==> src/rtl/serial_tx_pkg.sv <==
// Shared definitions for the serial link: FSM state encoding, line levels
// and default frame parameters. The receive side is meant to import the
// same package so both ends agree on framing.
package serial_tx_pkg;

  typedef enum logic [1:0] {
    IDLE  = 2'd0,
    START = 2'd1,
    DATA  = 2'd2,
    STOP  = 2'd3
  } state_e;

  localparam logic LINE_IDLE = 1'b1;
  localparam logic START_BIT = 1'b0;

  localparam int DATA_W_DEF       = 8;
  localparam int CLKS_PER_BIT_DEF = 4;

endpackage

==> src/rtl/serial_tx_bit_timer.sv <==
// bit_timer: down-counter that times one bit period on the serial line.
// While clr is high the counter is parked at CLKS_PER_BIT-1, so the first
// period after clr drops is a full bit. tick pulses for one cycle in the
// last cycle of every bit period, and the counter reloads on that cycle.
// With CLKS_PER_BIT=1 the counter is constant 0 and tick is ~clr.
//   clk    in   rising-edge clock
//   rst_n  in   synchronous active-low reset (clears the counter)
//   clr    in   hold the timer at the start of a bit period
//   tick   out  last cycle of the current bit period
module bit_timer #(
  parameter int CLKS_PER_BIT = 4
) (
  input  logic clk,
  input  logic rst_n,
  input  logic clr,
  output logic tick
);

  localparam int TW = (CLKS_PER_BIT > 1) ? $clog2(CLKS_PER_BIT) : 1;
  localparam logic [TW-1:0] LAST = TW'(CLKS_PER_BIT - 1);

  logic [TW-1:0] cnt_q, cnt_d;

  always_comb begin
    cnt_d = cnt_q;
    if (clr || (cnt_q == '0)) begin
      cnt_d = LAST;
    end else begin
      cnt_d = cnt_q - 1'b1;
    end
  end

  always_ff @(posedge clk) begin
    if (!rst_n) begin
      cnt_q <= '0;
    end else begin
      cnt_q <= cnt_d;
    end
  end

  assign tick = ~clr & (cnt_q == '0);

endmodule

==> src/rtl/serial_tx.sv <==
// serial_tx: asynchronous serial transmitter. A word accepted over the
// valid/ready handshake is sent as start bit, DATA_W data bits LSB first,
// stop bit, each held CLKS_PER_BIT cycles. All outputs are registered and
// are computed from the next state, so tx moves only on bit boundaries.
//   clk       in   rising-edge clock
//   rst_n     in   synchronous active-low reset
//   tx_data   in   word to send, sampled on the handshake edge only
//   tx_valid  in   tx_data is valid
//   tx_ready  out  a word can be accepted this cycle (IDLE)
//   tx        out  serial line, idle/stop high, start low
//   busy      out  a frame is on the line
module serial_tx
  import serial_tx_pkg::*;
#(
  parameter int DATA_W       = DATA_W_DEF,
  parameter int CLKS_PER_BIT = CLKS_PER_BIT_DEF
) (
  input  logic              clk,
  input  logic              rst_n,
  input  logic [DATA_W-1:0] tx_data,
  input  logic              tx_valid,
  output logic              tx_ready,
  output logic              tx,
  output logic              busy
);

  localparam int BW = $clog2(DATA_W + 1);
  localparam logic [BW-1:0] LAST_BIT = BW'(DATA_W - 1);

  state_e            state_q, state_d;
  logic [DATA_W-1:0] shreg_q, shreg_d;
  logic [BW-1:0]     bitcnt_q, bitcnt_d;
  logic              tx_q, tx_d;
  logic              busy_q, busy_d;
  logic              tx_ready_q, tx_ready_d;
  logic              tick;

  // Timer is held in IDLE so the start bit always gets a full period.
  bit_timer #(
    .CLKS_PER_BIT(CLKS_PER_BIT)
  ) u_bit_timer (
    .clk  (clk),
    .rst_n(rst_n),
    .clr  (state_q == IDLE),
    .tick (tick)
  );

  always_comb begin
    state_d  = state_q;
    shreg_d  = shreg_q;
    bitcnt_d = bitcnt_q;

    case (state_q)
      IDLE: begin
        if (tx_valid && tx_ready_q) begin
          shreg_d  = tx_data;
          bitcnt_d = '0;
          state_d  = START;
        end
      end
      START: begin
        if (tick) state_d = DATA;
      end
      DATA: begin
        if (tick) begin
          shreg_d = shreg_q >> 1;
          if (bitcnt_q == LAST_BIT) begin
            bitcnt_d = '0;
            state_d  = STOP;
          end else begin
            bitcnt_d = bitcnt_q + 1'b1;
          end
        end
      end
      STOP: begin
        if (tick) state_d = IDLE;
      end
      default: state_d = IDLE;
    endcase

    // Outputs follow the state being entered so they are registered
    // without adding a cycle of latency.
    case (state_d)
      START:   tx_d = START_BIT;
      DATA:    tx_d = shreg_d[0];
      default: tx_d = LINE_IDLE;
    endcase
    busy_d     = (state_d != IDLE);
    tx_ready_d = (state_d == IDLE);
  end

  always_ff @(posedge clk) begin
    if (!rst_n) begin
      state_q    <= IDLE;
      shreg_q    <= '0;
      bitcnt_q   <= '0;
      tx_q       <= LINE_IDLE;
      busy_q     <= 1'b0;
      tx_ready_q <= 1'b0;
    end else begin
      state_q    <= state_d;
      shreg_q    <= shreg_d;
      bitcnt_q   <= bitcnt_d;
      tx_q       <= tx_d;
      busy_q     <= busy_d;
      tx_ready_q <= tx_ready_d;
    end
  end

  assign tx       = tx_q;
  assign busy     = busy_q;
  assign tx_ready = tx_ready_q;

endmodule

==> config.mk <==
export PLATFORM = sky130hd
export DESIGN_NAME = serial_tx
export DESIGN_NICKNAME = d
export VERILOG_FILES = /design/src/rtl/serial_tx_pkg.sv /design/src/rtl/serial_tx_bit_timer.sv /design/src/rtl/serial_tx.sv
export SDC_FILE = /design/constraint.sdc
export NUM_CORES = 1
export LEC_CHECK = 0
export ABC_AREA = 1
export ABC_CLOCK_PERIOD_IN_PS = 1300
export BUFFER_PORTS_ARGS = -buffer_cell sky130_fd_sc_hd__buf_2
export CORE_UTILIZATION = 48
export DETAILED_ROUTE_END_ITERATION = 10
export GPL_TIMING_DRIVEN = 0
export PLACE_DENSITY = 0.77
export SLEW_MARGIN = 20
export SYNTH_ARGS = -nofsm -noshare
export SYNTH_HDL_FRONTEND = slang
export SYNTH_SLANG_ARGS = --single-unit
==> constraint.sdc <==
create_clock -name clk -period 1.3 [get_ports clk]
set_clock_uncertainty 0.2 [all_clocks]
set_input_delay 0 -clock clk [delete_from_list [all_inputs] [get_ports clk]]
set_output_delay 0 -clock clk [all_outputs]
set_load 0.005 [all_outputs]
* After elaboration in Yosys (flattened, before gate mapping) *
Cells that the tools add are included.

operators by class
  bitwise operators = 2
  $add $sub $neg = 2
  multiplexer cells = 15
  reductions and logical operators = 8
  equality and inequality tests = 8

operator list
  operator                                             count
  two-way mux 8 bit                                    2
  one-hot mux 8 bit (2 select lines)                   1
  two-way mux 2 bit                                    6
  two-way mux 4 bit                                    3
  one-hot mux 2 bit (4 select lines)                   1
  one-hot mux 4 bit (2 select lines)                   1
  equality test 2 bit, second input constant           3
  zero test 2 bit                                      3
  adder 4 x 1 -> 4 bit, second input constant          1
  equality test 2 x 1 -> 1 bit, second input constant  2
  equality test 4 x 3 -> 1 bit, second input constant  1
  != test 2 bit, second input constant                 2
  nonzero test 2 bit                                   2
  AND reduction 3 bit                                  1
  one-hot mux 1 bit (2 select lines)                   1
  subtractor 2 x 1 -> 2 bit, second input constant     1
  bitwise AND 1 bit                                    1
  logical AND 1 bit                                    1
  logical OR 1 bit                                     1
  inverter 1 bit                                       1

word-level totals
  logic and storage cells = 43
  flip-flop bits (word level) = 19
  output and inout bits = 3

* Logic depth before layout (Yosys ltp) *
Gate-level depths: netlist (run 1).

  depth after elaboration = 7
  mapped depth = 9
  mapped depth without buffers = 9

* Hierarchy *
Synthesis (run 1) repeated with hierarchy kept, for this count alone.

unflattened totals
  cell total of the unflattened synthesis = 129
  area total of the unflattened synthesis = 905.9 sq um

modules (own cells, without submodules)
  module     instances  cells an instance  area each (sq um)  seq. area each (sq um)
  serial_tx  1          118                820.8              340.3
  bit_timer  1          11                 85.1               40.0

* Worst setup path after synthesis (run 1) *
OpenSTA, ideal clock, no wires.

  path kind = register -> register
  start = register u_bit_timer.cnt_q[0]
  end = register tx_q (netlist: tx)
  data required time = 986 ps
  slack = -95 ps
  stages on the path, launching flop included = 10
  arrival time = 1080 ps
  library setup time = 114 ps
  path buffers = 0
  cells stage by stage = dfxtp_1 -> inv_1 -> ha_1 -> inv_1 -> nand2_1 -> nand2_2 -> nor2_2 -> nand3_1 -> nand2_1 -> nand2_1

on the way
  longest elaborated chain between the ends = 6
  elaborated cells between the ends (all ways) = 11
  classes of those cells = eq/ne: 2; mux: 7; bitwise: 1; reduce/logical: 1

ends and longest elaborated chain
  what                                                                        line                                               text
  start, declared                                                             serial_tx_bit_timer.sv:22                          logic [TW-1:0] cnt_q, cnt_d;
  start signal, assigned                                                      serial_tx_bit_timer.sv:37                          cnt_q <= cnt_d;
  zero test 2 bit *                                                           serial_tx_bit_timer.sv:41                          assign tick = ~clr & (cnt_q == '0);
  bitwise AND 1 bit *                                                         serial_tx_bit_timer.sv:41
  two-way mux 2 bit, on equally long branches                                 serial_tx.sv:76, serial_tx.sv:62, serial_tx.sv:65
  one-hot mux 2 bit (4 select lines)                                          serial_tx.sv:53                                    case (state_q)
  equality test 2 bit / equality test 2 x 1 -> 1 bit (equally long branches)  serial_tx.sv:83                                    case (state_d)
  one-hot mux 1 bit (2 select lines) *                                        serial_tx.sv:83
  end signal, assigned                                                        serial_tx.sv:104                                   tx_q <= tx_d;
  end, declared                                                               serial_tx.sv:33                                    logic tx_q, tx_d;

Mark *: on every way between the ends. The rest lies on a longest branch, timed or not. The select of a mux whose other input is x is not followed.
A chain may end at the register's enable or synchronous reset.

* Final worst setup path (run 1) *
  start = register u_bit_timer.cnt_q[0]
  end = register bitcnt_q[3]

on the way
  longest elaborated chain between the ends = 4

ends and longest elaborated chain
  what                           line                       text
  zero test 2 bit                serial_tx_bit_timer.sv:41
  bitwise AND 1 bit              serial_tx_bit_timer.sv:41
  != test 2 bit (no line)        n/a
  AND reduction 3 bit (no line)  n/a
  end signal, assigned           serial_tx.sv:103           bitcnt_q <= bitcnt_d;
  end, declared                  serial_tx.sv:32            logic [BW-1:0] bitcnt_q, bitcnt_d;

No other way between the ends.

==> results of run 1 <==
-- logic make-up (layout without fill, tap and decap cells) --
family	count (synthesis)	after routing	synth area share (%)
DFF	19	19	43.3
adders and majority gates	2	2	2.85
and+or+nand+nor	62	62	31.8
AOI/OAI and AO/OA	18	18	12.3
xor gates and xnor gates	1	1	0.997
buffers and inverters	20	51	8.83
-- synthesized netlist by cell type --
| cell type | number | area [um^2] |
|---|---|---|
| ha_1 | 2 | 25.0 |
| o31ai_1 | 1 | 7.51 |
| clkbuf_1 | 1 | 3.75 |
| a21oi_2 | 2 | 17.5 |
| xor2_1 | 1 | 8.76 |
| nor2_4 | 1 | 11.3 |
| nor2_2 | 2 | 12.5 |
| nand2_1 | 41 | 154 |
| dfxtp_1 | 19 | 380 |
| nand3_2 | 1 | 10.0 |
| o21ai_0 | 2 | 10.0 |
| inv_4 | 1 | 6.26 |
| a21oi_1 | 7 | 35.0 |
| a31oi_1 | 6 | 37.5 |
| inv_1 | 18 | 67.6 |
| nand3b_1 | 1 | 7.51 |
| nand2_2 | 2 | 12.5 |
| nand2_4 | 2 | 22.5 |
| nor2_1 | 9 | 33.8 |
| nand3_1 | 3 | 15.0 |
-- metrics by stage --
step	total power (W)	setup slack [ns]	TNS [ns]	hold WS (ns)
after global placement	0.000861	-0.0901	-0.627	0.0633
after CTS	0.00121	-0.0666	-0.409	0.271
after detailed placement	0.000867	-0.104	-0.975	0.0681
after floorplan	0.000809	-0.00498	-0.00665	-0.102
after global routing	0.00130	-0.145	-1.45	0.285
final	0.00123	-0.0831	-0.373	0.266
-- final cells by class --
type / instances / share of cell area (%)
Timing Repair Buffer: 27 / 15.9
Multi-Input combinational cell: 83 / 41.3
Clock buffer: 3 / 1.80
Sequential cell: 19 / 31.0
Buffer: 1 / 0.400
Inverter: 19 / 6.79
Clock inverter: 1 / 0.400
Tap cell: 25 / 2.50
-- critical path: stages, from the launching register on --
cell and delay (ns):
dfxtp_2 0.33, inv_2 0.07, ha_4 0.18, nand3_4 0.13
nand2_8 0.14, nand2_2 0.05, xor2_1 0.14, nor2_1 0.05
-- final timing paths --
| kind | to | slack [ns] | cells after the start |
|---|---|---|---|
| setup / recovery | bitcnt_q[3] | -0.08 | 7 |
| hold / removal | shreg_q[7] | 0.27 | 2 |
| hold reg to reg | shreg_q[7] | 0.27 | 2 |
| setup reg to reg | bitcnt_q[3] | -0.08 | 7 |
-- power by group --
| group | switching (W) | total, W | internal, W |
|---|---|---|---|
| sequential | 0.0000264 | 0.000652 | 0.000625 |
| clock | 0.000173 | 0.000287 | 0.000114 |
| combinational | 0.000159 | 0.000289 | 0.000130 |
| total | 0.000358 | 0.00123 | 0.000869 |
-- what timing repair did --
item,4_1_cts,5_1_grt
hold endpoints to repair,16,0
gates resized for setup,16,15
pin swaps,7,4
hold buffers,10,0
endpoints found under the setup margin,15,17
setup buffers,3,1
-- state kept, by name, indices dropped and copies added (netlist names) --
name	cells
shreg_q	8
bitcnt_q	4
state_q	2
u_bit_timer.cnt_q	2
busy	1
tx	1
tx_ready	1
-- metal layers --
metal / wire length, um / part of all wire, %
met1: 824 / 44
met2: 985 / 52
met3: 53 / 2.8
met4: 25 / 1.3
met5: 0 / 0
==> results.yml, run 1 <==
critical_path:
  critical_path_peak_fanout: 6
  cp.required_ns: 1.30
  path_class: "reg2reg"
  critPathLaunch: "u_bit_timer.cnt_q[0]"
  cp-start-kind: "flip-flop"
  r2r_start: "u_bit_timer.cnt_q[0]"
  worst_setup_path_end_kind: "flip-flop"
  crit_arrival_ns: 1.38
finish:
  fin_util_pct: 72.5
  final_cell_mix: "35 x nand2_1, 15 x dfxtp_1, 14 x inv_1, 13 x buf_2, 10 x dlygate4sd3_1"
  layout-drive-gt1-share_pct: 36.6
  multiInputGateArea_um2: 517
  finalNonFillerCells: 178
  postLayoutCellArea_um2: 1250
  n_antenna_cell: 0
  register_area_um2: 388
  nNetsFinal: 167
  nFillCells: 143
  final_common_cell: "nand2_1"
  synthToLayoutAreaGrowth_pct: 42.6
global_route:
  met3_usage_pct: 2.80
  antenna_found_initial: 0
  grt.met2_usage_pct: 37.1
  grt_pass1_vias: 779
  grtUsageMet1_pct: 22.8
  grt_max_degree: 12
  grt_usage_pct: 21.0
  grt_pass1_wl_mm: 3.02
  top_usage_layer: "met2"
  grt-ovfl-total: 0
detailed_routing:
  viasPerCell: 4.76
  drt-wirelength-per-cell_um: 10.6
  routed_wirelength_mm: 1.89
  drc: 0
  drt-initial-drc-count: 17
  num_vias: 847
  antenna_left: 0
  first_pass_iters: 4
clock_tree:
  cts_made_buffers: 3
  clkSinkCount: 19
  cts_root_buf: "clkbuf_4"
  clockBufferDepth: 2
  clkSlewWorstSetupHoldPaths_ns: 0.10
  h-tree-depth: 1
  clk_latency_ns: 0.29
  cts_tree: "built"
power:
  peakVddDrop_uv: 725
  leakage_nw: 0.531
  power_density_nw_per_um2: 980
placement:
  placed_area_um2: 1000
  hpwl_mm: 1.19
  port_buffers: 13
  placedCellCount: 160
  gp_congestion: 0.786
logic_synthesis:
  synthCells: 122
  avgSynthCellArea_um2: 7.20
  ys_seq_area_share_pct: 43.3
  synth_area_um2: 878
  yosysWarnings: 0
  synth_nets: 135
  ys_types: 20
  ys_ff_latch: 19
floorplanning:
  num_io_pins: 14
  initial_core_util_pct: 50.9
  core-area_um2: 1730
  die_h_um: 44.8
  dieArea_um2: 2000
  die_x_um: 44.8
  rows: 15
timing:
  fin_ws_ns: -0.0831
  maxSlewHeadroom_pct: 84.5
  period_needed_ns: 1.38
  hold_viol_final: 0
  finalCritPeriodShare_pct: 106
  rsz0062_at_grt: "true"
  slew_violations: 0
  tightest_slew_ns: 0.232
  finalSetupViolCount: 13
  max_freq_mhz: 723
hold_path:
  min_from: "shreg_q[7]"
  min_path_type: "reg2reg"
outcome:
  status: "complete, but fails checks"
  violations: "negative setup slack"
run:
  maxCapViolations: 0
Note: power is estimated with default switching activity, not from simulation.
==> run 2, diff against run 1 <==
--- a/config.mk
+++ b/config.mk
@@ -9,6 +9,7 @@
 export ABC_CLOCK_PERIOD_IN_PS = 1300
 export BUFFER_PORTS_ARGS = -buffer_cell sky130_fd_sc_hd__buf_2
 export CORE_UTILIZATION = 48
+export CTS_BUF_LIST = sky130_fd_sc_hd__clkbuf_16
 export DETAILED_ROUTE_END_ITERATION = 10
 export GPL_TIMING_DRIVEN = 0
 export PLACE_DENSITY = 0.77
==> run 2 against run 1 <==
The run still ends with negative setup slack left. Combinational power shrank 5%. Die area is the same. Worst setup slack got worse by 0.0069 ns. Non-clock buffer count is 1 lower. Largest power group unchanged.
==> results.yml, run 2 (synthesized netlist as in run 1, its figures left out) <==
outcome:
  status: "complete, but fails checks"
  violations: "negative setup slack"
detailed_routing:
  drt-wirelength-per-cell_um: 11.7
  first_pass_iters: 4
  num_vias: 869
  drc: 0
  antenna_left: 0
  drt-initial-drc-count: 10
  routed_wirelength_mm: 2.08
  viasPerCell: 4.91
finish:
  final_common_cell: "nand2_1"
  top_regs: "shreg_q (8), bitcnt_q (4)"
  largest-register: "shreg_q"
  layout-drive-gt1-share_pct: 32.2
  largest_reg_flops: 8
  nNetsFinal: 166
  synthToLayoutAreaGrowth_pct: 43.7
  fin_util_pct: 73.1
  n_antenna_cell: 0
  nFillCells: 140
  final_cell_mix: "38 x nand2_1, 15 x dfxtp_1, 14 x inv_1, 13 x buf_2, 10 x dlygate4sd3_1"
  finalNonFillerCells: 177
global_route:
  grt_pass1_wl_mm: 3.05
  grt_pass1_vias: 768
  grt_usage_pct: 21.7
  grt-ovfl-total: 0
  grt_max_degree: 12
  antenna_found_initial: 0
floorplanning:
  num_io_pins: 14
  initial_core_util_pct: 50.9
  rows: 15
  core-area_um2: 1730
  dieArea_um2: 2000
  die_h_um: 44.8
  die_x_um: 44.8
timing:
  period_needed_ns: 1.39
  max_freq_mhz: 719
  finalCritPeriodShare_pct: 107
  finalSetupViolCount: 15
  maxSlewHeadroom_pct: 68.1
  slew_violations: 0
  fin_ws_ns: -0.0900
  hold_viol_final: 0
  tightest_slew_ns: 0.478
  rsz0062_at_grt: "true"
clock_tree:
  h-tree-depth: 1
  clk_latency_ns: 0.25
  cts_tree: "built"
  cts_root_buf: "clkbuf_16"
  clockBufferDepth: 2
  cts_made_buffers: 3
  clkSinkCount: 19
  clkSlewWorstSetupHoldPaths_ns: 0.05
placement:
  gp_congestion: 0.786
  hpwl_mm: 1.19
  port_buffers: 13
  placedCellCount: 160
power:
  p_sw_share_pct: 25.5
  seq_power_share_pct: 41.9
  power_density_nw_per_um2: 1240
  p_int_w: 0.00116
  peakVddDrop_uv: 896
  switchingPower_w: 0.000399
  clockPowerShare_pct: 40.5
  pwr-share-comb_pct: 17.6
  leakage_nw: 0.548
critical_path:
  crit_arrival_ns: 1.34
  cp-start-kind: "flip-flop"
  path_class: "reg2reg"
  critical_path_peak_fanout: 4
  worst_setup_path_end_kind: "flip-flop"
  cp.required_ns: 1.25
run:
  maxCapViolations: 0
hold_path:
  min_path_type: "in2reg"
run 2: changes by cell type in the layout (fill, tap and decap cells not counted), sizes merged:
cell and delta:
buf -1, clkinvlp -1, inv +1
run 2: final cells by class:
cell class / count / area [um^2] / area share [%]
multi-input combinational: 83 / 493 / 39.0
sequential: 19 / 388 / 30.7
timing repair buffer: 26 / 188 / 14.9
inverter: 19 / 78.8 / 6.24
clock buffer: 3 / 75.1 / 5.95
tap: 25 / 31.3 / 2.48
clock inverter: 1 / 5.00 / 0.396
buffer: 1 / 3.75 / 0.297
run 2: per-layer routing:
layer / share of wire [%] / up-vias / wire, um / GRT usage, %
li1: - / 445 / - / -
met1: 45 / 397 / 928 / 22.6
met2: 49 / 20 / 1020 / 39.1
met3: 3.3 / 7 / 68 / 5.20
met4: 2.7 / 0 / 55 / 13.3
met5: 0 / - / 0 / 0
run 2: path summary, 6_finish.rpt:
path	startpoint	end	slack [ns]	depth (start not counted)
max	u_bit_timer.cnt_q[0]	tx	-0.09	9
min	tx_data[0]	tx	0.07	9
max reg2reg	u_bit_timer.cnt_q[0]	tx	-0.09	9
min reg2reg	shreg_q[7]	shreg_q[7]	0.26	2
run 2: power by group through the flow:
| stage | Clock, W | Sequential [W] | Combinational [W] |
|---|---|---|---|
| finish | 0.000632 | 0.000655 | 0.000275 |
| global placement | 0 | 0.000662 | 0.000199 |
| detailed placement | 0 | 0.000664 | 0.000203 |
| floorplan | 0 | 0.000661 | 0.000148 |
| CTS | 0.000634 | 0.000654 | 0.000248 |
| global route | 0.000657 | 0.000659 | 0.000306 |
run 2: metrics by stage:
step	hold WS, ns	worst slack [ns]	TNS [ns]	total power (W)	area (um^2)
5_1_grt	0.118	-0.156	-1.88	0.00162	1260
2_1_floorplan	-0.102	-0.00498	-0.00665	0.000809	908
3_3_place_gp	0.0633	-0.0901	-0.627	0.000861	1000
6_report	0.0680	-0.0900	-0.737	0.00156	1260
4_1_cts	-0.186	-0.0815	-0.518	0.00154	1210
3_5_place_dp	0.0681	-0.104	-0.975	0.000867	1000
run 2: repair_timing:
action,in CTS,in global routing
buffers inserted,2,1
endpoints found under the hold margin,16,9
resized for setup,12,9
pin swaps,7,4
hold buffers,8,2
setup endpoints to repair,16,19
run 2: worst max-delay path, stage by stage (launching register included):
cell and delay (ns):
dfxtp_2 0.31, inv_2 0.06, ha_4 0.17, inv_4 0.06
nor2_4 0.11, nand2_1 0.10, nand2_2 0.09, nand3_2 0.07
nand2_1 0.07, nand2_1 0.04
==> run 3, diff against run 2 <==
--- a/config.mk
+++ b/config.mk
@@ -6,7 +6,7 @@
 export NUM_CORES = 1
 export LEC_CHECK = 0
 export ABC_AREA = 1
-export ABC_CLOCK_PERIOD_IN_PS = 1300
+export ABC_CLOCK_PERIOD_IN_PS = 1200
 export BUFFER_PORTS_ARGS = -buffer_cell sky130_fd_sc_hd__buf_2
 export CORE_UTILIZATION = 48
 export CTS_BUF_LIST = sky130_fd_sc_hd__clkbuf_16
==> constraint.sdc (replaced) <==
create_clock -name clk -period 1.2 [get_ports clk]
set_clock_uncertainty 0.2 [all_clocks]
set_input_delay 0 -clock clk [delete_from_list [all_inputs] [get_ports clk]]
set_output_delay 0 -clock clk [all_outputs]
set_load 0.005 [all_outputs]
==> run 3 against run 2 <==
The flow finishes with violations (negative hold slack, negative setup slack). Largest cell class unchanged. Largest power group unchanged. Fmax rose by 0.80%. Clock power up 7.9%. Critical path type unchanged. Highest routed layer unchanged. Non-clock buffer count fell by 1. Final cell count decreased by 0.56%.
==> results.yml, run 3 (synthesized netlist as in run 1, its figures left out) <==
floorplanning:
  die_x_um: 44.8
  die_h_um: 44.8
  dieArea_um2: 2000
  core-area_um2: 1730
  rows: 15
  num_io_pins: 14
  initial_core_util_pct: 50.9
critical_path:
  path_class: "reg2reg"
  cp.required_ns: 1.14
  slowest_stage: "dfxtp_2"
  worst_setup_path_end_kind: "flip-flop"
  rr_worst_depth: 7
  critical_path_peak_fanout: 4
  endpoint: "tx"
  cpPeakStageDelay_ns: 0.31
  critical_path.cell_chain: "inv_2 > ha_4 > nand3_4 > nor2_4 > nor2_4 > a21oi_2 > nand2_1"
  cp.depth: 7
  crit_arrival_ns: 1.32
  cp.buffers_inverters: 1
  critPathLaunch: "u_bit_timer.cnt_q[0]"
  critPathTopFamily: "simple AND/OR/NAND/NOR gates"
  r2r_start: "u_bit_timer.cnt_q[0]"
  cp_common_cell: "nor2_4"
  r2r-end: "tx"
  rrSetupSlack_ns: -0.18
  cp-start-kind: "flip-flop"
timing:
  rsz0062_at_grt: "true"
  tightest_slew_ns: 0.490
  maxSlewHeadroom_pct: 67.3
  period_needed_ns: 1.38
  whs_ns: -0.0116
  max_freq_mhz: 725
  hold_viol_final: 1
  finalSetupViolCount: 17
  fin_ws_ns: -0.179
  slew_violations: 0
  finalCritPeriodShare_pct: 115
finish:
  top_regs: "shreg_q (8), bitcnt_q (4)"
  final_common_cell: "nand2_1"
  finalNonFillerCells: 176
  n_antenna_cell: 0
  layout-drive-gt1-share_pct: 38.4
  final_cell_mix: "36 x nand2_1, 13 x dfxtp_1, 13 x buf_2, 11 x inv_1, 9 x dlygate4sd3_1"
  largest_reg_flops: 8
  synthToLayoutAreaGrowth_pct: 45.2
  nNetsFinal: 165
  largest-register: "shreg_q"
power:
  power_density_nw_per_um2: 1330
  peakVddDrop_uv: 821
  seq_power_share_pct: 41.8
  leakage_nw: 0.532
  p_int_w: 0.00126
  switchingPower_w: 0.000435
  pwr-share-comb_pct: 17.9
  clockPowerShare_pct: 40.2
  p_sw_share_pct: 25.7
detailed_routing:
  antenna_left: 0
  routed_wirelength_mm: 1.98
  first_pass_iters: 4
  drt-initial-drc-count: 19
  viasPerCell: 4.90
  num_vias: 862
  drc: 0
  drt-wirelength-per-cell_um: 11.3
global_route:
  top_usage_layer: "met2"
  grt_usage_pct: 21.3
  antenna_found_initial: 0
  grt_max_degree: 12
  grt.met2_usage_pct: 39.1
  grt_pass1_vias: 750
  met3_usage_pct: 4.00
  grtUsageMet1_pct: 23.6
  grt-ovfl-total: 0
  grt_pass1_wl_mm: 3.10
clock_tree:
  cts_made_buffers: 3
  clockBufferDepth: 2
  clkSinkCount: 19
  clkSlewWorstSetupHoldPaths_ns: 0.05
  cts_tree: "built"
  h-tree-depth: 1
  cts_root_buf: "clkbuf_16"
  clk_latency_ns: 0.25
outcome:
  status: "complete, but fails checks"
  violations: "negative hold slack, negative setup slack"
hold_path:
  min_path_type: "in2reg"
placement:
  port_buffers: 13
  gp_congestion: 0.821
  placement.setup.worst_slack_ns: -0.163
  placedCellCount: 160
  hpwl_mm: 1.17
run:
  maxCapViolations: 0
==> run 3: cell types whose count changed in the layout (fill, tap and decap cells not counted), moves of 2 or more <==
cell     before  now
nand2_2       5    7
inv_2         3    5
a21oi_1       6    3
dfxtp_1      15   13
inv_1        14   11
nand2_1      38   36
a21oi_2       2    6
==> run 3: worst reg2reg max path, delay by kind of cell (launching register included) <==
family,cells,cell delay [ns]
simple gates,4,0.41
flops,1,0.31
fa+ha+maj,1,0.17
compound gates,1,0.13
buf+inv,1,0.06
==> run 3: through the flow <==
| stage | TNS, ns | instance area, um^2 | power [W] | utilization [%] | hold slack [ns] |
|---|---|---|---|---|---|
| CTS | -1.59 | 1230 | 0.00167 | 71.0 | -0.0343 |
| floorplan | -0.293 | 933 | 0.000894 | - | -0.102 |
| global placement | -1.66 | 1030 | 0.000951 | 59.6 | 0.0573 |
| detailed placement | -1.91 | 1030 | 0.000956 | 59.6 | 0.0623 |
| global route | -2.87 | 1270 | 0.00177 | 73.8 | 0.0275 |
| finish | -1.61 | 1270 | 0.00170 | 73.8 | -0.0116 |
==> run 3: worst min-delay path by stage <==
stage                     startpoint              endpoint  slack, ns  cells after the start
after floorplan                rst_n  u_bit_timer.cnt_q[1]      -0.10                      2
after global placement    tx_data[7]            shreg_q[7]       0.06                      3
after detailed placement       rst_n  u_bit_timer.cnt_q[1]       0.06                      3
after CTS                   tx_valid            shreg_q[0]      -0.03                      5
after global routing        tx_valid            shreg_q[0]       0.03                      5
final                       tx_valid            shreg_q[0]      -0.01                      5
==> run 3: power by group through the flow <==
stage | sequential [W] | combinational (W) | clock, W
after floorplan | 0.000720 | 0.000174 | 0
after global placement | 0.000722 | 0.000229 | 0
after detailed placement | 0.000723 | 0.000234 | 0
after CTS | 0.000710 | 0.000273 | 0.000686
after global routing | 0.000714 | 0.000338 | 0.000714
final | 0.000709 | 0.000304 | 0.000682
==> run 3: routing by layer <==
layer	routed length (um)	vias up	part of all wire (%)
li1	-	445	-
met1	805	382	41
met2	1040	29	52
met3	84	6	4.2
met4	51	0	2.6
met5	0	-	0
==> run 3: cell type report <==
class / count / area [um^2]
multi-input cells: 83 / 500
fillers: 120 / 452
flip-flops and latches: 19 / 393
repair buffers: 25 / 181
inverters: 19 / 85.1
clock buffers: 3 / 75.1
well taps: 25 / 31.3
clock inverters: 1 / 5.00
plain buffers: 1 / 3.75
==> run 3: repair_timing <==
action | in CTS | in global routing
resized for setup | 5 | 13
endpoints found under the setup margin | 17 | 18
buffers inserted | 2 | 2
endpoints found under the hold margin | 16 | 0
hold buffers | 9 | 0
pin swaps | 2 | 4
